**config.mk**
```make
export PLATFORM = sky130hd
export DESIGN_NAME = uart_fifo_core
export DESIGN_NICKNAME = d
export VERILOG_FILES = /design/src/rtl/uart_fifo_core.sv
export SDC_FILE = /design/constraint.sdc
export NUM_CORES = 1
export LEC_CHECK = 0
export CAP_MARGIN = 20
export CORE_MARGIN = 4
export CORE_UTILIZATION = 40
export CTS_BUF_LIST = sky130_fd_sc_hd__clkbuf_4 sky130_fd_sc_hd__clkbuf_8 sky130_fd_sc_hd__clkbuf_16
export DETAILED_ROUTE_END_ITERATION = 6
export SETUP_SLACK_MARGIN = 0.05
export SYNTH_ARGS = -nofsm -noshare
export SYNTH_HDL_FRONTEND = slang
export SYNTH_SLANG_ARGS = --single-unit
```
**constraint.sdc**
```tcl
create_clock -name clk -period 5.05 [get_ports clk]
set_clock_uncertainty 0.05 [all_clocks]
set_input_delay 0.505 -clock clk [delete_from_list [all_inputs] [get_ports clk]]
set_output_delay 0.505 -clock clk [all_outputs]
set_load 0.005 [all_outputs]
```
**src/rtl/uart_fifo_core.sv**
```systemverilog
// Purpose: full-duplex UART (DATA_BITS, PARITY, STOP_BITS configurable) with an RX first-word-fall-through FIFO.
// Latency: tx_pin drops 1 clk after tx_start is sampled; a received byte is visible 1 clk after its stop-bit sample.
// Backpressure: tx_start is ignored while tx_busy; an RX byte arriving with the FIFO full and no pop is dropped (sticky rx_overrun).
// Ports: clk/rst (synchronous, active-high); rx_pin/tx_pin serial lines (idle high);
//        tx_byte/tx_start/tx_busy transmit side; rx_byte/rx_valid/rx_rd/rx_count FIFO head and occupancy;
//        rx_busy, rx_frame_err/rx_parity_err (1-clk pulses), rx_overrun (sticky) and err_clear status.
module uart_fifo_core #(
    parameter int CLOCK         = 100000000,
    parameter int BAUD          = 115200,
    parameter int DATA_BITS     = 8,
    parameter int PARITY        = 0,
    parameter int STOP_BITS     = 1,
    parameter int RX_FIFO_DEPTH = 16
) (
    input  logic                             clk,
    input  logic                             rst,
    input  logic                             rx_pin,
    output logic                             tx_pin,
    input  logic [DATA_BITS-1:0]             tx_byte,
    input  logic                             tx_start,
    output logic                             tx_busy,
    output logic [DATA_BITS-1:0]             rx_byte,
    output logic                             rx_valid,
    input  logic                             rx_rd,
    output logic [$clog2(RX_FIFO_DEPTH):0]   rx_count,
    output logic                             rx_busy,
    output logic                             rx_frame_err,
    output logic                             rx_parity_err,
    output logic                             rx_overrun,
    input  logic                             err_clear
);
    localparam int DIV  = CLOCK / BAUD;
    localparam int HALF = DIV / 2;
    localparam int CW   = $clog2(DIV);
    localparam int AW   = $clog2(RX_FIFO_DEPTH);
    localparam logic [CW-1:0] DIV_M1    = CW'(DIV - 1);
    localparam logic [CW-1:0] HALF_M1   = CW'(HALF - 1);
    localparam logic [3:0]    LAST_BIT  = 4'(DATA_BITS - 1);
    localparam logic [3:0]    LAST_STOP = 4'(STOP_BITS - 1);
    localparam logic [AW:0]   FULL_CNT  = (AW + 1)'(RX_FIFO_DEPTH);

    typedef enum logic [2:0] {S_IDLE, S_START, S_DATA, S_PARITY, S_STOP} state_t;

    // ---------------- transmitter ----------------
    state_t               tx_state;
    logic [CW-1:0]        tx_cnt;
    logic [3:0]           tx_bit;
    logic [DATA_BITS-1:0] tx_shift;
    logic                 tx_par;

    always_ff @(posedge clk) begin
        if (rst) begin
            tx_state <= S_IDLE;
            tx_cnt   <= '0;
            tx_bit   <= '0;
            tx_shift <= '0;
            tx_par   <= 1'b0;
            tx_pin   <= 1'b1;
            tx_busy  <= 1'b0;
        end else begin
            case (tx_state)
                S_IDLE: begin
                    if (tx_start) begin
                        tx_shift <= tx_byte;
                        tx_par   <= (PARITY == 1) ? ~^tx_byte : ^tx_byte;
                        tx_cnt   <= '0;
                        tx_bit   <= '0;
                        tx_pin   <= 1'b0;
                        tx_busy  <= 1'b1;
                        tx_state <= S_START;
                    end
                end
                S_START: begin
                    if (tx_cnt == DIV_M1) begin
                        tx_cnt   <= '0;
                        tx_pin   <= tx_shift[0];
                        tx_state <= S_DATA;
                    end else begin
                        tx_cnt <= tx_cnt + 1'b1;
                    end
                end
                S_DATA: begin
                    if (tx_cnt == DIV_M1) begin
                        tx_cnt <= '0;
                        if (tx_bit == LAST_BIT) begin
                            tx_bit <= '0;
                            if (PARITY != 0) begin
                                tx_pin   <= tx_par;
                                tx_state <= S_PARITY;
                            end else begin
                                tx_pin   <= 1'b1;
                                tx_state <= S_STOP;
                            end
                        end else begin
                            // next bit goes out while the register shifts it down to [0]
                            tx_bit   <= tx_bit + 1'b1;
                            tx_pin   <= tx_shift[1];
                            tx_shift <= tx_shift >> 1;
                        end
                    end else begin
                        tx_cnt <= tx_cnt + 1'b1;
                    end
                end
                S_PARITY: begin
                    if (tx_cnt == DIV_M1) begin
                        tx_cnt   <= '0;
                        tx_pin   <= 1'b1;
                        tx_state <= S_STOP;
                    end else begin
                        tx_cnt <= tx_cnt + 1'b1;
                    end
                end
                S_STOP: begin
                    if (tx_cnt == DIV_M1) begin
                        tx_cnt <= '0;
                        if (tx_bit == LAST_STOP) begin
                            tx_bit   <= '0;
                            tx_busy  <= 1'b0;
                            tx_state <= S_IDLE;
                        end else begin
                            tx_bit <= tx_bit + 1'b1;
                        end
                    end else begin
                        tx_cnt <= tx_cnt + 1'b1;
                    end
                end
                default: tx_state <= S_IDLE;
            endcase
        end
    end

    // ---------------- receiver ----------------
    // rx_s1/rx_s2 synchronise the pin; rx_s3 is the previous synchronised value for edge detection.
    logic rx_s1, rx_s2, rx_s3;

    always_ff @(posedge clk) begin
        if (rst) begin
            rx_s1 <= 1'b1;
            rx_s2 <= 1'b1;
            rx_s3 <= 1'b1;
        end else begin
            rx_s1 <= rx_pin;
            rx_s2 <= rx_s1;
            rx_s3 <= rx_s2;
        end
    end

    state_t               rx_state;
    logic [CW-1:0]        rx_cnt;
    logic [3:0]           rx_bit;
    logic [DATA_BITS-1:0] rx_shift;
    logic                 rx_par_bit;
    logic                 rx_brk;     // stop bit was low: hold until the line returns high

    logic stop_sample, par_bad, push, pop, do_push, fifo_full;

    assign stop_sample = (rx_state == S_STOP) && !rx_brk && (rx_cnt == DIV_M1);
    assign par_bad     = (PARITY != 0) &&
                         (rx_par_bit != ((PARITY == 1) ? ~^rx_shift : ^rx_shift));
    assign push        = stop_sample && rx_s2;

    always_ff @(posedge clk) begin
        if (rst) begin
            rx_state      <= S_IDLE;
            rx_cnt        <= '0;
            rx_bit        <= '0;
            rx_shift      <= '0;
            rx_par_bit    <= 1'b0;
            rx_brk        <= 1'b0;
            rx_busy       <= 1'b0;
            rx_frame_err  <= 1'b0;
            rx_parity_err <= 1'b0;
        end else begin
            rx_frame_err  <= 1'b0;
            rx_parity_err <= 1'b0;
            case (rx_state)
                S_IDLE: begin
                    if (rx_s3 && !rx_s2) begin
                        rx_cnt   <= '0;
                        rx_busy  <= 1'b1;
                        rx_state <= S_START;
                    end
                end
                S_START: begin
                    if (rx_cnt == HALF_M1) begin
                        rx_cnt <= '0;
                        rx_bit <= '0;
                        if (rx_s2) begin
                            rx_busy  <= 1'b0;     // false start: glitch shorter than half a bit
                            rx_state <= S_IDLE;
                        end else begin
                            rx_state <= S_DATA;
                        end
                    end else begin
                        rx_cnt <= rx_cnt + 1'b1;
                    end
                end
                S_DATA: begin
                    if (rx_cnt == DIV_M1) begin
                        rx_cnt   <= '0;
                        rx_shift <= {rx_s2, rx_shift[DATA_BITS-1:1]};
                        if (rx_bit == LAST_BIT) begin
                            rx_bit   <= '0;
                            rx_state <= (PARITY != 0) ? S_PARITY : S_STOP;
                        end else begin
                            rx_bit <= rx_bit + 1'b1;
                        end
                    end else begin
                        rx_cnt <= rx_cnt + 1'b1;
                    end
                end
                S_PARITY: begin
                    if (rx_cnt == DIV_M1) begin
                        rx_cnt     <= '0;
                        rx_par_bit <= rx_s2;
                        rx_state   <= S_STOP;
                    end else begin
                        rx_cnt <= rx_cnt + 1'b1;
                    end
                end
                S_STOP: begin
                    // only the first stop bit is checked; a second one is treated as idle line
                    if (rx_brk) begin
                        if (rx_s2) begin
                            rx_brk   <= 1'b0;
                            rx_busy  <= 1'b0;
                            rx_state <= S_IDLE;
                        end
                    end else if (rx_cnt == DIV_M1) begin
                        rx_cnt        <= '0;
                        rx_frame_err  <= !rx_s2;
                        rx_parity_err <= par_bad;
                        if (rx_s2) begin
                            rx_busy  <= 1'b0;
                            rx_state <= S_IDLE;
                        end else begin
                            rx_brk <= 1'b1;
                        end
                    end else begin
                        rx_cnt <= rx_cnt + 1'b1;
                    end
                end
                default: rx_state <= S_IDLE;
            endcase
        end
    end

    // ---------------- RX FIFO (first-word fall-through) ----------------
    logic [DATA_BITS-1:0] mem [RX_FIFO_DEPTH];
    logic [AW-1:0]        wr_ptr, rd_ptr;

    assign rx_valid  = (rx_count != '0);
    assign fifo_full = (rx_count == FULL_CNT);
    assign pop       = rx_rd && rx_valid;
    // a pop in the same cycle frees the slot, so a push into a full FIFO still lands
    assign do_push   = push && (!fifo_full || pop);
    assign rx_byte   = rx_valid ? mem[rd_ptr] : '0;

    always_ff @(posedge clk) begin
        if (do_push) begin
            mem[wr_ptr] <= rx_shift;
        end
    end

    always_ff @(posedge clk) begin
        if (rst) begin
            wr_ptr     <= '0;
            rd_ptr     <= '0;
            rx_count   <= '0;
            rx_overrun <= 1'b0;
        end else begin
            if (do_push) begin
                wr_ptr <= wr_ptr + 1'b1;
            end
            if (pop) begin
                rd_ptr <= rd_ptr + 1'b1;
            end
            case ({do_push, pop})
                2'b10:   rx_count <= rx_count + 1'b1;
                2'b01:   rx_count <= rx_count - 1'b1;
                default: rx_count <= rx_count;
            endcase
            if (err_clear) begin
                rx_overrun <= 1'b0;
            end else if (push && fifo_full && !pop) begin
                rx_overrun <= 1'b1;
            end
        end
    end
endmodule

```
==> reports/qor.yml, run 1 <==
grt_overflow: 0
critPathMaxStageDelay_ns: 0.83
die_h_um: 156
crit_fanout: 21
dr.pass1.iters: 5
place.gp.congestion: 0.878
end_kind: "output pin"
ioPinCount: 34
post_cts_buffers: 0
rr_startpoint: "rx_state[2]"
tightest_slew_ns: 0.906
path_buf_inv: 2
hold_buffers: 0
hold_viol_final: 0
critPathCapture: "rx_byte[0]"
die_area_um2: 24300
cts_buffers: 23
drcViolationCount: 0
ys_seq_area_frac: 0.612
critical-path-top-delay-family: "multiplexers"
drive_gt1_frac: 0.155
drt_wl_total_um: 17900
ant_nets: 0
max_freq_mhz: 259
syn_avg_cell_area_um2: 13.5
n_antenna_cell: 0
hpwl_um: 12100
cp-start-kind: "register"
syn_inst: 648
cts_resized: 0
drt_iter0_drc: 355
num_rows: 53
critical_path_class: "register to output pin"
cts.sinks: 204
reg2reg_to: "rx_count[4]"
fp.coreArea_um2: 21300
start_util: 0.412
ys.flop_type: "edfxtp_1"
hold_path.class: "register to register"
wl_per_cell_um: 18.4
vias: 5363
post_dp_cell_area_um2: 9300
p_per_area_nw_per_um2: 425
post-route-period-util: 0.765
p_leak_nw: 3.31
cts_root_buf: "clkbuf_16"
fill_cells: 1873
cp.arrival_ns: 3.31
cts_tree: "yes"
rrSetupSlack_ns: 1.40
finalSetupTns_ns: 0
finalMaxSlewViolations: 0
nets: 710
hold_depth: 1
grt_max_degree: 61
peakVddDrop_mv: 0.256
port-buffer-count: 32
synthDistinctLibCells: 68
path_clk_slew_ns: 0.06
grt.total_usage: 0.148
insertion_delay_ns: 0.50
cts_max_level: 1
grt_pass1_vias: 5363
design_area_um2: 10000
reg2reg_depth: 8
antenna_found_initial: 0
setup_viol: 0
ys_ff_latch: 204
status: "completed"
area_growth_pct: 14.5
critPathRequiredTime_ns: 4.49
synth-edff-count: 128
async_flop_share: 0
maxCapViolations: 0
path_common_cell: "mux4_2"
max-slew-margin-rel: 0.394
die_x_um: 156
path_cells: "buf_4, mux4_2, mux4_2, nor2b_1, clkdlybuf4s50_1"
post-route-min-period_ns: 3.86
viasPerCell: 5.51
cp_num_cells: 5
synth_nets: 677
ys_warn_count: 0
cts_buffer_depth: 3
rsz0062_at_grt: "no"
grt_pass1_wl_um: 29100
syn_area_um2: 8760
crit_slowest_cell: "dfxtp_2"
-- synthesized netlist by cell type, types with 6 or more instances --
cell,n,area [um2]
nor4_1,6,37.5
mux4_2,40,901
nand2_1,38,143
a22oi_1,8,60.1
a21oi_1,39,195
edfxtp_1,128,3840
ha_1,14,175
or3b_2,6,52.6
nor3_1,14,70.1
nand3_1,12,60.1
xor2_1,8,70.1
xnor2_1,10,87.6
dfxtp_1,76,1520
nand4_1,7,43.8
nor2_1,48,180
clkbuf_1,18,67.6
and3_1,18,113
nor2b_1,16,100
o21ai_0,16,80.1
inv_1,18,67.6
mux2i_1,12,120
-- how the worst min path moves through the flow --
stage	from	end	slack (ns)
floorplan	rx_s1	rx_s2	0.34
global placement	rx_s1	rx_s2	0.34
detailed placement	rx_s1	rx_s2	0.35
CTS	rx_s1	rx_s2	0.37
global route	rx_s1	rx_s2	0.38
finish	rx_s1	rx_s2	0.37
-- worst reg2reg max path: stages, from the launching register on --
cell	delay (ns)
dfxtp_1	0.53
or4b_2	0.66
nor4_1	0.63
nor2_1	0.33
ha_1	0.41
a21o_1	0.20
a21oi_1	0.18
mux2i_1	0.21
mux2_2	0.34
-- layout make-up --
cell class	instances	area [um2]	area share
flip-flops and latches	204	5370	0.535
multi-input cells	395	3160	0.315
clock buffers	25	591	0.0589
repair buffers	38	360	0.0359
well taps	275	344	0.0343
clock inverters	17	144	0.0143
inverters	19	71.3	0.00711
-- logic make-up (layout without fill, tap and decap cells) --
kind of cell / count (synthesis) / after routing / share of synthesized area
buf+inv: 49 / 99 / 0.0280
compound gates: 96 / 96 / 0.0677
other cells: 1 / 1 / 0.000428
simple gates: 212 / 212 / 0.133
fa+ha+maj: 15 / 15 / 0.0223
flops: 204 / 204 / 0.612
mux: 53 / 53 / 0.118
xor+xnor: 18 / 18 / 0.0180
-- flip-flops by register name (all words and copies together), names as in the netlist, 4 cells and up, named ones only --
| register | count |
|---|---|
| mem | 128 |
| rx_cnt | 10 |
| tx_cnt | 10 |
| rx_shift | 8 |
| tx_shift | 8 |
| rx_count | 5 |
| rd_ptr | 4 |
| rx_bit | 4 |
| tx_bit | 4 |
| wr_ptr | 4 |
-- layer usage --
| layer | share of wire | wire length, um | GRT usage |
|---|---|---|---|
| met1 | 0.46 | 8240 | 0.205 |
| met5 | 0 | 0 | 0 |
| met2 | 0.48 | 8560 | 0.247 |
| met3 | 0.046 | 817 | 0.0275 |
| met4 | 0.017 | 299 | 0.0283 |
-- cell usage in the layout (no fill, tap or decap), types with 10 or more instances in the layout --
| cell type | netlist | routed |
|---|---|---|
| and3_1 | 18 | 18 |
| o21ai_0 | 16 | 16 |
| ha_1 | 14 | 14 |
| clkbuf_16 | 0 | 23 |
| edfxtp_1 | 128 | 128 |
| nand3_1 | 12 | 12 |
| nor2_1 | 48 | 48 |
| mux2i_1 | 12 | 12 |
| clkdlybuf4s50_1 | 0 | 31 |
| nand2_1 | 38 | 38 |
| a21oi_1 | 39 | 39 |
| mux4_2 | 40 | 40 |
| nor3_1 | 14 | 14 |
| nor2b_1 | 16 | 16 |
| xnor2_1 | 10 | 10 |
| inv_1 | 18 | 18 |
| dfxtp_1 | 76 | 74 |
-- per-stage QoR --
| step | worst slack [ns] | hold WS [ns] | instances | util | power (mW) |
|---|---|---|---|---|---|
| after floorplan | 2.00 | 0.339 | 648 | - | 2.39 |
| after global placement | 1.67 | 0.343 | 931 | 0.437 | 2.70 |
| after detailed placement | 1.41 | 0.353 | 931 | 0.437 | 2.72 |
| after CTS | 1.07 | 0.367 | 973 | 0.471 | 4.32 |
| after global routing | 0.970 | 0.375 | 973 | 0.471 | 4.48 |
| final | 1.19 | 0.366 | 973 | 0.471 | 4.26 |
-- power breakdown --
| part | switching (mW) | internal (mW) |
|---|---|---|
| logic | 0.336 | 0.437 |
| registers | 0.106 | 1.79 |
| clock network | 0.642 | 0.949 |
Power figures use the tool's default switching activity.
==> inputs of run 2 (changes only) <==
==> constraint.sdc (replaced) <==
create_clock -name clk -period 3.2 [get_ports clk]
set_clock_uncertainty 0.05 [all_clocks]
set_input_delay 0.32 -clock clk [delete_from_list [all_inputs] [get_ports clk]]
set_output_delay 0.32 -clock clk [all_outputs]
set_load 0.005 [all_outputs]
==> run 2 against run 1 <==
Compared with the run above: clock power increased by 48%; worst setup slack worse by 1.1 ns; sequential cell count is the same; combinational power is 95% higher; critical path depth unchanged; final area grew 2.6%; cell count up 2.8%; count of clock-buffer cells in the layout is 4 higher; routed wire length up 1.7%; global-route usage about the same; via count increased by 1.2%; non-clock buffer count rose by 29.
==> reports/qor.yml, run 2 (synthesis gave the netlist of run 1 again) <==
status: "completed"
fp.coreArea_um2: 21300
largest_register_ffs: 128
start_util: 0.412
grt_max_degree: 33
place_ws_ns: 0.00257
vias: 5425
p_per_area_nw_per_um2: 659
maxCapViolations: 0
nets: 739
cp-start-kind: "register"
cts_buffer_depth: 3
cts_tree: "yes"
wl_per_cell_um: 18.2
drcViolationCount: 0
grt_pass1_wl_um: 28900
final_util: 0.484
grt.total_usage: 0.149
layout_common_cells: "128 x edfxtp_1, 75 x dfxtp_1, 47 x nor2_1, 40 x mux4_2, 39 x a21oi_1"
ioPinCount: 34
hold_viol_final: 0
post-route-min-period_ns: 3.10
cp.arrival_ns: 2.73
hpwl_um: 12000
rsz0062_at_grt: "no"
max-slew-margin-rel: 0.503
p_leak_nw: 3.55
ant_nets: 0
finalSetupTns_ns: 0
crit_slowest_cell: "mux4_2"
path_clk_slew_ns: 0.06
drt_wl_total_um: 18200
post-route-period-util: 0.969
num_rows: 53
setup_viol: 0
insertion_delay_ns: 0.50
critical_path_class: "register to output pin"
peakVddDrop_mv: 0.402
reg_top3: "mem x128, rx_cnt x10, tx_cnt x10"
antenna_found_initial: 0
cts_buffers: 23
drt_iter0_drc: 313
crit_fanout: 6
largest-register: "mem"
grt_overflow: 0
area_growth_pct: 17.5
grt_pass1_vias: 5420
cts_root_buf: "clkbuf_16"
dr.pass1.iters: 5
drive_gt1_frac: 0.188
layout_commonest_cell: "edfxtp_1"
place.gp.congestion: 0.839
n_antenna_cell: 0
port-buffer-count: 32
critPathRequiredTime_ns: 2.83
die_area_um2: 24300
max_freq_mhz: 323
die_h_um: 156
tightest_slew_ns: 0.745
path_cells: "clkbuf_16, mux4_2, mux4_2, nor2b_1, clkdlybuf4s50_1"
path_common_cell: "mux4_2"
finalMaxSlewViolations: 0
die_x_um: 156
cts.sinks: 204
cts_max_level: 1
viasPerCell: 5.43
setup_ws_ns: 0.0996
hold_path.class: "input port to register"
critPathMaxStageDelay_ns: 0.51
end_kind: "output pin"
[run 2: cell count changes in the layout (fill, tap and decap cells not counted), sizes merged]
cell           before  now
clkinvlp            3    1
buf                 7   35
dlymetal6s2s        0    6
clkdlybuf4s50      31   25
bufinv              2    0
clkinv             12   10
clkbuf             25   30
[run 2: routing by layer]
| layer | track usage | vias to the layer above | part of all wire |
|---|---|---|---|
| met5 | 0 | - | 0 |
| met4 | 0.0350 | 0 | 0.022 |
| met3 | 0.0244 | 33 | 0.038 |
| met2 | 0.252 | 102 | 0.48 |
| met1 | 0.201 | 2694 | 0.46 |
| li1 | - | 2596 | - |
[run 2: worst paths after layout]
path	startpoint	to	slack [ns]	cells past startpoint
setup / recovery	register	rx_byte[5]	0.1	5
hold / removal	rst	rx_shift[0]	0.29	2
hold reg to reg	rx_s1	rx_s2	0.36	1
setup reg to reg	rx_brk	rx_count[4]	0.17	8
[run 2: report_power, final]
| group | switching (mW) | internal (mW) | leakage (nW) | total [mW] |
|---|---|---|---|---|
| registers | 0.0925 | 2.83 | 1.80 | 2.92 |
| logic | 0.676 | 0.831 | 1.41 | 1.51 |
| clock network | 0.984 | 1.37 | 0.339 | 2.35 |
[run 2: final cells by class]
cell class | count | area, um2
Clock buffer | 29 | 621
Clock inverter | 11 | 58.8
Fill cell | 1828 | 11000
Inverter | 19 | 71.3
Multi-Input combinational cell | 395 | 3160
Sequential cell | 204 | 5370
Tap cell | 275 | 344
Timing Repair Buffer | 67 | 667
[run 2: timing repair]
item | in CTS | in global routing
setup endpoints to repair | 9 | 9
gates cloned | 1 | 1
hold buffers | 0 | 0
setup buffers | 2 | 15
gates resized for setup | 3 | 10
[run 2: worst max-delay path: cells and delay by family, from the launching register on]
kind / cells / cell delay, ns
buffers and inverters: 2 / 0.63
and+or+nand+nor: 1 / 0.15
muxes: 2 / 1.01
DFF: 1 / 0.44
[run 2: through the flow]
stage                     power, mW  instance area, um2  hold WS, ns  std cells
final                          6.78               10300        0.286       1000
after global placement         4.33                9400        0.343        941
after global routing           7.11               10300        0.307       1000
after CTS                      6.78               10100        0.268        984
after detailed placement       4.36                9400        0.344        941
after floorplan                3.77                8760        0.339        648
==> inputs of run 3 (changes only) <==
--- a/config.mk
+++ b/config.mk
@@ -5,10 +5,12 @@
 export SDC_FILE = /design/constraint.sdc
 export NUM_CORES = 1
 export LEC_CHECK = 0
+export ABC_AREA = 1
 export CAP_MARGIN = 20
 export CORE_MARGIN = 4
 export CORE_UTILIZATION = 40
 export CTS_BUF_LIST = sky130_fd_sc_hd__clkbuf_4 sky130_fd_sc_hd__clkbuf_8 sky130_fd_sc_hd__clkbuf_16
+export CTS_CLUSTER_DIAMETER = 50
 export DETAILED_ROUTE_END_ITERATION = 6
 export SETUP_SLACK_MARGIN = 0.05
 export SYNTH_ARGS = -nofsm -noshare
==> run 3 against run 2 <==
Compared with the run above: critical endpoint unchanged; largest cell class unchanged; count of clock-buffer cells in the layout is 5 higher; critical path depth is 1 higher; hold slack worse by 0.0093 ns; synthesized cell count is 44% higher; first-iteration DRC count is 50% higher.
==> reports/qor.yml, run 3 <==
tightest_slew_ns: 0.899
cts_root_buf: "clkbuf_16"
cts_buffer_depth: 3
final_util: 0.482
synth-edff-count: 128
area_growth_pct: 17.2
cts_max_level: 1
drive_gt1_frac: 0.109
swShare: 0.261
die_area_um2: 25100
place.gp.congestion: 0.794
end_kind: "output pin"
ys_warn_count: 0
fill_cells: 2053
layout_commonest_cell: "nor2_1"
synth_top_cell_by_area: "edfxtp_1"
setup_viol: 0
p_leak_nw: 4.15
hold_buffers: 0
drcViolationCount: 0
post_cts_buffers: 0
peakVddDrop_mv: 0.382
insertion_delay_ns: 0.52
ioPinCount: 34
largest-register: "mem"
port-buffer-count: 32
yosys.area_share.simple: 0.195
start_util: 0.411
layout_common_cells: "154 x nor2_1, 128 x edfxtp_1, 126 x nand2_1, 91 x o21ai_0, 75 x dfxtp_1"
n_antenna_cell: 0
nets: 1002
critical_path_class: "register to output pin"
max_freq_mhz: 333
reg_top3: "mem x128, rx_cnt x10, tx_cnt x10"
critPathMaxStageDelay_ns: 0.54
hold_path.class: "input port to register"
viasPerCell: 5.26
fp.coreArea_um2: 22000
drt_wl_total_um: 20900
num_rows: 54
path_clk_slew_ns: 0.06
maxCapViolations: 0
cts_tree: "yes"
muxShareOfSynthArea: 0
cts_resized: 0
antenna_found_initial: 0
syn_avg_cell_area_um2: 9.72
cts.sinks: 204
netlist_top_cells_count: "154 x nor2_1, 128 x edfxtp_1, 126 x nand2_1"
path_cells: "buf_4, o21ai_0, o221ai_1, nand3_1, a21oi_1, clkdlybuf4s50_1"
post-route-period-util: 0.940
max-slew-margin-rel: 0.400
intPower_mw: 4.91
design_power_total_mw: 6.64
cp-start-kind: "register"
synth_top_family_by_area: "simple AND/OR/NAND/NOR gates"
clkPwrFrac: 0.446
synthDistinctLibCells: 51
crit_fanout: 32
grt.total_usage: 0.169
status: "completed"
finalMaxSlewViolations: 0
synth-compound-area-share: 0.131
ys.flop_type: "edfxtp_1"
grt_pass1_vias: 6523
fin_hold_ws_ns: 0.277
dr.pass1.iters: 5
finalSetupTns_ns: 0
path_buf_inv: 2
die_x_um: 158
ant_nets: 0
largest_register_ffs: 128
cp.arrival_ns: 2.64
synth_nets: 961
p_switching_mw: 1.73
grt_max_degree: 52
combPwrFrac: 0.118
cts_buffers: 26
hpwl_um: 13700
yosys.area_share.adder: 0.0216
synth_top_area_frac: 0.424
async_flop_share: 0
syn_area_um2: 9050
syn_inst: 932
post-route-min-period_ns: 3.01
rsz0062_at_grt: "no"
critical-path-top-delay-family: "buffers and inverters"
critPathRequiredTime_ns: 2.83
wl_per_cell_um: 16.4
hold_viol_final: 0
drt_iter0_drc: 468
ys_top_cells_by_area: "edfxtp_1 42%, dfxtp_1 17%, nor2_1 6.4%"
synth_xor_area_frac: 0.00967
ys_ff_latch: 204
die_h_um: 158
ys_seq_area_frac: 0.593
p_seq_frac: 0.436
yosysMostFrequentCell: "nor2_1"
crit_slowest_cell: "clkdlybuf4s50_1"
p_per_area_nw_per_um2: 626
grt_pass1_wl_um: 34100
vias: 6695
grt_overflow: 0
run 3: area by class of cell:
class | count | area, um2 | share of cell area
multi-input cells | 615 | 3240 | 0.305
repair buffers | 47 | 462 | 0.0435
clock buffers | 34 | 747 | 0.0704
inverters | 79 | 299 | 0.0282
flip-flops and latches | 204 | 5370 | 0.506
clock inverters | 14 | 151 | 0.0143
well taps | 280 | 350 | 0.0330
run 3: kinds of logic (layout without fill, tap and decap cells):
logic type | Yosys count | count (layout)
AO/OA/AOI/OAI | 201 | 201
XOR/XNOR | 10 | 10
adder cells (fa/ha/maj) | 15 | 15
buffers and inverters | 113 | 174
flip-flops | 204 | 204
other | 1 | 1
AND/OR/NAND/NOR | 388 | 388
run 3: worst paths after layout:
check / start / to / slack (ns) / depth (start not counted)
min: err_clear / rx_overrun / 0.28 / 2
max reg2reg: rx_cnt[1] / rx_count[4] / 0.68 / 17
max: register / rx_byte[5] / 0.19 / 6
min reg2reg: rx_s1 / rx_s2 / 0.36 / 1
run 3: power groups by stage:
stage,logic (mW),clock network [mW],registers (mW)
after floorplan,0.613,0,2.94
after detailed placement,0.782,0,2.95
after global routing,0.893,3.14,2.90
after global placement,0.780,0,2.95
final,0.786,2.96,2.89
after CTS,0.788,3.03,2.90
run 3: per-stage QoR:
stage	instance area, um2	worst slack (ns)	cells
3_5_place_dp	9710	0.568	1225
4_1_cts	10600	0.179	1273
5_1_grt	10600	0.0673	1273
2_1_floorplan	9050	0.922	932
3_3_place_gp	9710	0.633	1225
6_report	10600	0.193	1273
run 3: per-layer routing:
layer	GRT usage	up-vias	wire [um]
li1	-	3312	-
met1	0.232	3164	9320
met2	0.282	183	9930
met3	0.0304	36	1250
met4	0.0406	0	376
met5	0	-	0
